--- src/rtl/nauta_cal_ctrl.sv ---
// Configuration and SAR offset-calibration sequencer for one segmented Nauta transconductor.
// Holds the thermometer segment enables and trims the offset code from a comparator.
module nauta_cal_ctrl #(
    parameter int unsigned MULT     = 10,
    parameter int unsigned AUX      = 5,
    parameter int unsigned FB       = 4,
    parameter int unsigned OFS_W    = 4,
    parameter int unsigned SETTLE_W = 8
) (
    input  logic                       wb_clk_i,
    input  logic                       wb_rst_i,
    input  logic                       cfg_load,
    input  logic [$clog2(MULT+1)-1:0]  cfg_main,
    input  logic [$clog2(AUX+1)-1:0]   cfg_aux,
    input  logic [$clog2(FB+1)-1:0]    cfg_fb,
    input  logic [SETTLE_W-1:0]        cfg_settle,
    input  logic                       cal_start,
    input  logic                       comp_i,
    output logic [MULT-1:0]            main_en,
    output logic [AUX-1:0]             aux_en,
    output logic [FB-1:0]              fb_en,
    output logic [OFS_W-1:0]           ofs_code,
    output logic                       busy,
    output logic                       done,
    output logic                       cal_err,
    output logic                       cal_sat
);

    localparam int unsigned MW = $clog2(MULT + 1);
    localparam int unsigned AW = $clog2(AUX + 1);
    localparam int unsigned FW = $clog2(FB + 1);
    localparam int unsigned KW = (OFS_W > 1) ? $clog2(OFS_W) : 1;

    localparam logic [MW-1:0]    MAIN_MAX = MW'(MULT);
    localparam logic [AW-1:0]    AUX_MAX  = AW'(AUX);
    localparam logic [FW-1:0]    FB_MAX   = FW'(FB);
    localparam logic [OFS_W-1:0] OFS_MID  = OFS_W'(1) << (OFS_W - 1);
    localparam logic [KW-1:0]    K_TOP    = KW'(OFS_W - 1);

    typedef enum logic [1:0] {StIdle, StSettle, StDecide} state_e;

    state_e                state_q, state_d;
    logic [MULT-1:0]       main_en_q, main_en_d;
    logic [AUX-1:0]        aux_en_q, aux_en_d;
    logic [FB-1:0]         fb_en_q, fb_en_d;
    logic [OFS_W-1:0]      ofs_q, ofs_d;
    logic                  busy_q, busy_d;
    logic                  done_q, done_d;
    logic                  err_q, err_d;
    logic                  sat_q, sat_d;
    logic [SETTLE_W-1:0]   settle_q, settle_d;
    logic [SETTLE_W-1:0]   cnt_q, cnt_d;
    logic [KW-1:0]         bit_q, bit_d;

    logic [MW-1:0]         main_cnt;
    logic [AW-1:0]         aux_cnt;
    logic [FW-1:0]         fb_cnt;
    logic                  main_nz;
    logic [SETTLE_W-1:0]   settle_eff;
    logic [OFS_W-1:0]      code;

    always_comb begin
        state_d   = state_q;
        main_en_d = main_en_q;
        aux_en_d  = aux_en_q;
        fb_en_d   = fb_en_q;
        ofs_d     = ofs_q;
        busy_d    = busy_q;
        done_d    = done_q;
        err_d     = err_q;
        sat_d     = sat_q;
        settle_d  = settle_q;
        cnt_d     = cnt_q;
        bit_d     = bit_q;
        code      = ofs_q;

        main_cnt   = (cfg_main > MAIN_MAX) ? MAIN_MAX : cfg_main;
        aux_cnt    = (cfg_aux > AUX_MAX) ? AUX_MAX : cfg_aux;
        fb_cnt     = (cfg_fb > FB_MAX) ? FB_MAX : cfg_fb;
        // A same-cycle cfg_load takes effect before cal_start is judged.
        main_nz    = cfg_load ? (main_cnt != '0) : (main_en_q != '0);
        settle_eff = cfg_load ? cfg_settle : settle_q;

        unique case (state_q)
            StIdle: begin
                if (cfg_load) begin
                    main_en_d = ~({MULT{1'b1}} << main_cnt);
                    aux_en_d  = ~({AUX{1'b1}} << aux_cnt);
                    fb_en_d   = ~({FB{1'b1}} << fb_cnt);
                    settle_d  = cfg_settle;
                    done_d    = 1'b0;
                    err_d     = 1'b0;
                    sat_d     = 1'b0;
                end
                if (cal_start) begin
                    if (main_nz) begin
                        busy_d  = 1'b1;
                        done_d  = 1'b0;
                        err_d   = 1'b0;
                        sat_d   = 1'b0;
                        ofs_d   = OFS_MID;
                        bit_d   = K_TOP;
                        cnt_d   = settle_eff;
                        state_d = StSettle;
                    end else begin
                        done_d = 1'b1;
                        err_d  = 1'b1;
                        sat_d  = 1'b0;
                    end
                end
            end
            StSettle: begin
                if (cnt_q == '0) begin
                    state_d = StDecide;
                end else begin
                    cnt_d = cnt_q - 1'b1;
                end
            end
            StDecide: begin
                if (comp_i) begin
                    code[bit_q] = 1'b0;
                end
                if (bit_q != '0) begin
                    code[bit_q - 1'b1] = 1'b1;
                    bit_d   = bit_q - 1'b1;
                    cnt_d   = settle_q;
                    state_d = StSettle;
                end else begin
                    busy_d  = 1'b0;
                    done_d  = 1'b1;
                    sat_d   = (code == '0) || (code == '1);
                    state_d = StIdle;
                end
                ofs_d = code;
            end
            default: state_d = StIdle;
        endcase
    end

    always_ff @(posedge wb_clk_i) begin
        if (wb_rst_i) begin
            state_q   <= StIdle;
            main_en_q <= '0;
            aux_en_q  <= '0;
            fb_en_q   <= '0;
            ofs_q     <= OFS_MID;
            busy_q    <= 1'b0;
            done_q    <= 1'b0;
            err_q     <= 1'b0;
            sat_q     <= 1'b0;
            settle_q  <= '0;
            cnt_q     <= '0;
            bit_q     <= '0;
        end else begin
            state_q   <= state_d;
            main_en_q <= main_en_d;
            aux_en_q  <= aux_en_d;
            fb_en_q   <= fb_en_d;
            ofs_q     <= ofs_d;
            busy_q    <= busy_d;
            done_q    <= done_d;
            err_q     <= err_d;
            sat_q     <= sat_d;
            settle_q  <= settle_d;
            cnt_q     <= cnt_d;
            bit_q     <= bit_d;
        end
    end

    assign main_en  = main_en_q;
    assign aux_en   = aux_en_q;
    assign fb_en    = fb_en_q;
    assign ofs_code = ofs_q;
    assign busy     = busy_q;
    assign done     = done_q;
    assign cal_err  = err_q;
    assign cal_sat  = sat_q;

endmodule

--- config.mk ---
export PLATFORM = sky130hd
export DESIGN_NAME = nauta_cal_ctrl
export DESIGN_NICKNAME = d
export VERILOG_FILES = /design/src/rtl/nauta_cal_ctrl.sv
export SDC_FILE = /design/constraint.sdc
export NUM_CORES = 1
export LEC_CHECK = 0
export ABC_CLOCK_PERIOD_IN_PS = 2500
export CAP_MARGIN = 25
export CORE_ASPECT_RATIO = 1.5
export CORE_MARGIN = 4
export CORE_UTILIZATION = 39
export CTS_CLUSTER_SIZE = 20
export DETAILED_ROUTE_END_ITERATION = 12
export PLACE_DENSITY_LB_ADDON = 0.3
export SYNTH_ARGS = -nofsm -noshare
export SYNTH_HDL_FRONTEND = slang
export SYNTH_SLANG_ARGS = --single-unit
--- constraint.sdc ---
create_clock -name wb_clk_i -period 2.5 [get_ports wb_clk_i]
set_clock_uncertainty 0.05 [all_clocks]
set_input_delay 0.375 -clock wb_clk_i [delete_from_list [all_inputs] [get_ports wb_clk_i]]
set_output_delay 0.375 -clock wb_clk_i [all_outputs]
set_load 0.05 [all_outputs]
==> impl_results.md, run 1 <==
- Post-CTS Resized: 0
- Max stage delay cell, worst path: dfxtp_1
- Starting Density: 0.409
- Placed Instances: between 400 and 500
- Clock latency at the later pin of the worst-skew pair: about 290 ps
- Commonest non-fill, non-tap cell in the layout: clkdlybuf4s50_1
- Post-synthesis sequential area ratio: 0.389
- Final wirelength: around 6200 um
- Core area: just under 6000 um2
- Synthesis-to-layout area growth: 28.2%
- Buffer and inverter count on the worst path: 2
- Ys Warns: 0
- Vias/cell: between 5 and 6
- Syn Nets: between 300 and 400
- EDFF count, synth: 0
- Layout net count: between 300 and 400
- Leakage: about 1.2 nW
- FILL cells: 570
- Critical path arrival: between 2000 and 2500 ps
- Post-CTS setup buffer count: 0
- Die area: roughly 7600 um2
- XOR/XNOR Fraction of Synth Area: 0
- Pin count of the biggest net entering global routing: 26
- CTS tree: done
- CP cell instances: inv_1 -> ha_1 -> and2_2 -> nor3_1 -> a31oi_1 -> buf_4 -> or2_1 -> o32ai_1
- Mux cell area share after synthesis: 0
- Post-Synth Adder-Cell Area: 0.0568
- # Max-Cap Violations: 0
- CP Class: reg2reg
- Post-synthesis compound-gate area fraction: 0.286
- Crit-path max cell delay: approximately 500 ps
- TritonCTS Buffers: 5
- Site row count: 34
- Maximum clock path buffer count: 2
- Pins Over Slew Limit: 0
- WL/cell: approximately 15 um
- Synth unique cells: 47
- Global-route wire length before repair: around 11,000 um
- Share of flip-flops with an asynchronous set or reset: 0
- Grt total ovfl: 0
- Initial antenna violation count: 0
- Via count: between 2k and 2.5k
- Fin worst setup slack: ~300 ps
- Post-route DRC: 0
- Max frequency: ~450 MHz
- Clock sinks: 47
- Root Driver: clkbuf_8
- Most frequent cells in the layout: 49 x clkdlybuf4s50_1, 47 x dfxtp_1, 40 x a21oi_1, 37 x nand2_1, 30 x o21ai_0
- # hold bufs at CTS: 0
- First drt pass iteration count: 4
- Critical path fanouts, max: 11
- N_diodes: 0
- Largest family of logic cells by synthesized area: compound AO/OA/AOI/OAI gates
- Final GP Congestion: 0.913
- Hpwl dp: approximately 4600 um
- Die Wd: between 70 and 80 um
- Synth Flop Type: dfxtp_1
- Final min period: approximately 2200 ps
- Final TNS setup: 0 ps
- Number of port buffers: between 40 and 50
- IO Pins: 50
- Syn Area/Cell: between 7 and 8 um2
- Crit. End Element: flip-flop
- Post-Synthesis Cell Area: 2420 um2
- Number of global-route vias before repair: between 2k and 2.5k
- Status: finished, final reports clean
- CP Launch Type: flip-flop
- CP top delay family: simple AND/OR/NAND/NOR gates
- Count of state elements after synthesis: 47
- H-tree lvl count: 2
- Post-route insts no fill: 428
- Least-Margin Pin Slew: 658 ps
- Hold Vio Cnt, Final: 0
- WP data required: ~2700 ps
- Post-Syn Instances: 306
- Final setup fails: 0
- HP Class: reg2reg
- Period Utilization, post-route: 0.879
- Die Y: roughly 100 um
- Antenna Nets Post-Route: 0
- Max-slew headroom: 0.561
- R2R Setup Slk: approximately 300 ps
- RSZ-0062 raised after global routing: no
- Worst-path clk slew: 90 ps
- WHS: between 400 and 500 ps
- Simple-gate share of the synthesized area: 0.206
- Pre-CTS setup slack: 217 ps
- Share of layout cells above drive strength 1: 0.0787
- Pwr Density: between 1000 and 1500 nW/um2
- Drt first-iter violations: 80
- All-Layer GR Usage: 0.174
- Peak supply drop: approximately 610 uV
## cell families after synthesis
kind of cell / after synthesis
adder cells (fa/ha/maj): 11
AO/OA/AOI/OAI: 111
AND/OR/NAND/NOR: 105
flip-flops: 47
buffers and inverters: 32
## synthesized netlist by cell type (3+ instances only)
cell	count	area share
a21boi_0	5	0.016
a21oi_1	40	0.083
a221o_1	3	0.012
a221oi_1	4	0.014
a31oi_1	3	0.0078
and2_1	3	0.0078
buf_2	4	0.0083
clkbuf_1	11	0.017
dfxtp_1	47	0.39
ha_1	11	0.057
inv_1	13	0.020
nand2_1	37	0.057
nand3_1	7	0.014
nor2_1	24	0.037
nor3_1	12	0.025
nor4_1	6	0.016
o211ai_1	5	0.016
o21ai_0	30	0.062
o32ai_1	3	0.011
## stage by stage
step                area [um2]   util  total power [mW]
detailed placement        3000  0.507              2.96
CTS                       3100  0.525              3.51
finish                    3100  0.525              3.50
floorplan                 2420      -              2.43
global placement          3000  0.507              2.93
global route              3100  0.525              3.77
## layer usage
metal,up-vias,GRT usage,share of wire
met5,-,0,0
met4,0,0.0470,0.012
met3,9,0.0309,0.038
met2,51,0.314,0.54
met1,1138,0.205,0.41
li1,1204,-,-
## final cells by class
class	count	area [um2]	share of cell area
Tap cell	72	90.1	0.0290
Clock inverter	2	37.5	0.0121
Multi-Input combinational cell	227	1330	0.428
Sequential cell	47	941	0.303
Clock buffer	5	68.8	0.0222
Inverter	13	48.8	0.0157
Timing Repair Buffer	62	588	0.190
## report_power, final
part	total (mW)	leakage [nW]	switching (mW)	internal [mW]
sequential	1.10	0.387	0.170	0.935
clock	0.548	0.0502	0.256	0.293
combinational	1.85	0.718	1.17	0.675
total	3.50	1.16	1.60	1.90
## tightest hold or removal path, cell delays in order (launching register included)
cell	delay [ps]
dfxtp_1	320
nand2_1	50
a21oi_1	50
## flip-flops by register name, summed over array words and instances, names as in the netlist
register  cells
ofs_code      4
cnt_q         8
done          1
busy          1
state_q       2
main_en      10
settle_q      8
fb_en         4
cal_err       1
cal_sat       1
aux_en        5
bit_q         2
## final timing paths
| check | from | end | cells past startpoint |
|---|---|---|---|
| worst max-delay path | bit_q[0] | cnt_q[2] | 8 |
| worst min register to register | aux_en[3] | aux_en[3] | 2 |
| worst max register to register | bit_q[0] | cnt_q[2] | 8 |
| worst min-delay path | aux_en[3] | aux_en[3] | 2 |
No activity file was read; power rests on OpenSTA's default activity.
==> run 2: changes to the inputs <==
--- a/config.mk
+++ b/config.mk
@@ -9,7 +9,7 @@
 export CAP_MARGIN = 25
 export CORE_ASPECT_RATIO = 1.5
 export CORE_MARGIN = 4
-export CORE_UTILIZATION = 39
+export CORE_UTILIZATION = 40
 export CTS_CLUSTER_SIZE = 20
 export DETAILED_ROUTE_END_ITERATION = 12
 export PLACE_DENSITY_LB_ADDON = 0.3
==> run 2 against run 1 <==
  * Core utilization grew 0.83 points
  * Flip-flop and latch count stayed put
  * Via count up 1.8%
  * Wire length is 1.7% higher
  * Worst setup slack worse by 6.4 ps
  * Critical endpoint is now cnt_q[6]
  * Largest cell class unchanged
==> impl_results.md, run 2 (synthesis results as in run 1) <==
- Status: finished, final reports clean
- Post-CTS setup buffer count: 0 (unchanged)
- Worst-path clk slew: 90 ps (about the same)
- Hold_sp: aux_en[3]
- Hpwl dp: 4660 um (+1.2%)
- Pre-CTS setup slack: 225 ps (+8.64 ps)
- Fin worst setup slack: 295 ps (-6.41 ps)
- CP Launch Type: flip-flop
- TritonCTS Buffers: 5 (unchanged)
- Die area: 7390 um2 (-2.3%)
- Max frequency: 454 MHz (-0.29%)
- Die Wd: 71.5 um (-1.1%)
- Total placed instance area: 2990 um2 (-0.25%)
- H-tree lvl count: 2 (unchanged)
- Final setup fails: 0 (unchanged)
- Max-slew headroom: 0.563 (+0.00154)
- Buffer and inverter count on the worst path: 2 (unchanged)
- Vias/cell: 5.71 (+1.8%)
- Pins Over Slew Limit: 0 (unchanged)
- Number of port buffers: 49 (unchanged)
- IO Pins: 50 (unchanged)
- RSZ-0062 raised after global routing: no
- Peak supply drop: 706 uV (+16%)
- Worst reg2reg path depth: 8 (unchanged)
- Fin area: 3110 um2 (+0.12%)
- CP top delay family: compound AO/OA/AOI/OAI gates
- Layout net count: 389 (-0.26%)
- FF-to-FF End: cnt_q[6]
- Final GP Congestion: 0.904 (-1.0%)
- CTS tree: done
- Hold Vio Cnt, Final: 0 (unchanged)
- Reg2reg start: bit_q[0]
- Root Driver: clkbuf_8
- Register Area: 941 um2 (unchanged)
- Post-route DRC: 0 (unchanged)
- CP Class: reg2reg
- Final TNS setup: 0 ps (unchanged)
- Core area: 5830 um2 (-1.4%)
- Met2 usage: 0.321 (+0.00661)
- Clock latency at the later pin of the worst-skew pair: 300 ps (about the same)
- Starting Density: 0.415 (+0.00598)
- Number of global-route vias before repair: 2,374 (-2.9%)
- Util after Layout: 0.533 (+0.00830)
- All-Layer GR Usage: 0.178 (+0.00429)
- Most frequent cells in the layout: 49 x clkdlybuf4s50_1, 47 x dfxtp_1, 40 x a21oi_1, 37 x nand2_1, 30 x o21ai_0
- CP cell instances: inv_1 -> ha_1 -> and2_2 -> nor3_1 -> a31oi_1 -> buf_4 -> o311ai_0 -> o31ai_1
- Area occupied by multi-input gates: 1330 um2 (unchanged)
- Commonest non-fill, non-tap cell in the layout: clkdlybuf4s50_1
- Initial antenna violation count: 0 (unchanged)
- R2R Setup Slk: 300 ps (about the same)
- # Max-Cap Violations: 0 (unchanged)
- Crit-path max cell delay: 500 ps (about the same)
- # hold bufs at CTS: 0 (unchanged)
- First drt pass iteration count: 4 (unchanged)
- Critical path fanouts, max: 11 (unchanged)
- Met1 Use GR: 0.195 (-0.00989)
- Final min period: 2200 ps (+6.41 ps)
- Global routing usage on met3: 0.0329 (+0.00193)
- Post-CTS Resized: 0 (unchanged)
- Crit. End Element: flip-flop
- Clock sinks: 47 (unchanged)
- WP data required: 2620 ps (-30 ps)
- Pin count of the biggest net entering global routing: 32 (+23%)
- Period Utilization, post-route: 0.882 (+0.00256)
- Leakage: 1.16 nW (+0.52%)
- Max reg flops: 10 (unchanged)
- Site row count: 34 (unchanged)
- N_diodes: 0 (unchanged)
- Global-route wire length before repair: 10,700 um (-2.6%)
- Antenna Nets Post-Route: 0 (unchanged)
- Grt total ovfl: 0 (unchanged)
- Synthesis-to-layout area growth: 28.3%
- Final wirelength: 6330 um (+1.7%)
- Critical path arrival: 2320 ps (-30 ps)
- Grt peak-use layer: met2
- Max stage delay cell, worst path: dfxtp_1
- Least-Margin Pin Slew: 656 ps (-2.31 ps)
- Drt first-iter violations: 103 (+29%)
- Die Y: 103 um (-1.2%)
- Via count: 2,445 (+1.8%)
- Hold path depth: 2 (unchanged)
- Post-route insts no fill: 428 (unchanged)
- FILL cells: 571 (+0.18%)
- Pwr Density: 1140 nW/um2 (+0.92%)
- Tot Pwr: 3.54 mW (+1.0%)
- Share of layout cells above drive strength 1: 0.0787 (unchanged)
- Placed Instances: 420 (-0.24%)
- Maximum clock path buffer count: 2 (unchanged)
- HP Class: reg2reg
- Hold worst-path end: aux_en[3]
- WHS: 408 ps (+2.00 ps)
- WL/cell: 14.8 um (+1.7%)
[run 2: changes by cell type in the layout (fill, tap and decap cells not counted)]
cell,before,now
clkbuf_8,5,6
buf_4,13,12
clkinv_2,0,1
clkinvlp_4,1,0
[run 2: power by group]
group	total [mW]	leakage (nW)	switching, mW	internal [mW]
Sequential	1.10	0.387	0.170	0.935
Clock	0.580	0.0612	0.256	0.324
Combinational	1.85	0.713	1.18	0.669
Total	3.54	1.16	1.61	1.93
[run 2: worst max-delay path by stage]
stage                     cells after the start  endpoint        start  slack, ps
after floorplan                               9  cnt_q[3]     bit_q[0]        410
after global placement                        7  cnt_q[2]  cfg_main[2]        280
after detailed placement                      7  cnt_q[6]  cfg_main[0]        230
after CTS                                     8  cnt_q[6]     bit_q[0]        290
after global routing                          8  cnt_q[6]     bit_q[0]        130
final                                         8  cnt_q[6]     bit_q[0]        300
[run 2: worst reg2reg max path, stage by stage, from the launching register on]
cell and delay [ps]:
dfxtp_1 500, inv_1 150, ha_1 230, and2_2 210, nor3_1 130, a31oi_1 60
buf_4 180, o311ai_0 420, o31ai_1 140
[run 2: cell type report]
cell class                 instances  area share
clock buffer                       6      0.0266
multi-input combinational        227       0.428
clock inverter                     2      0.0113
timing repair buffer              61       0.187
sequential                        47       0.303
tap                               72      0.0290
inverter                          13      0.0157
[run 2: layer usage]
metal | share of wire | routed length (um) | up-vias
li1 | - | - | 1208
met1 | 0.41 | 2610 | 1150
met2 | 0.52 | 3280 | 73
met3 | 0.042 | 263 | 14
met4 | 0.029 | 185 | 0
met5 | 0 | 0 | -
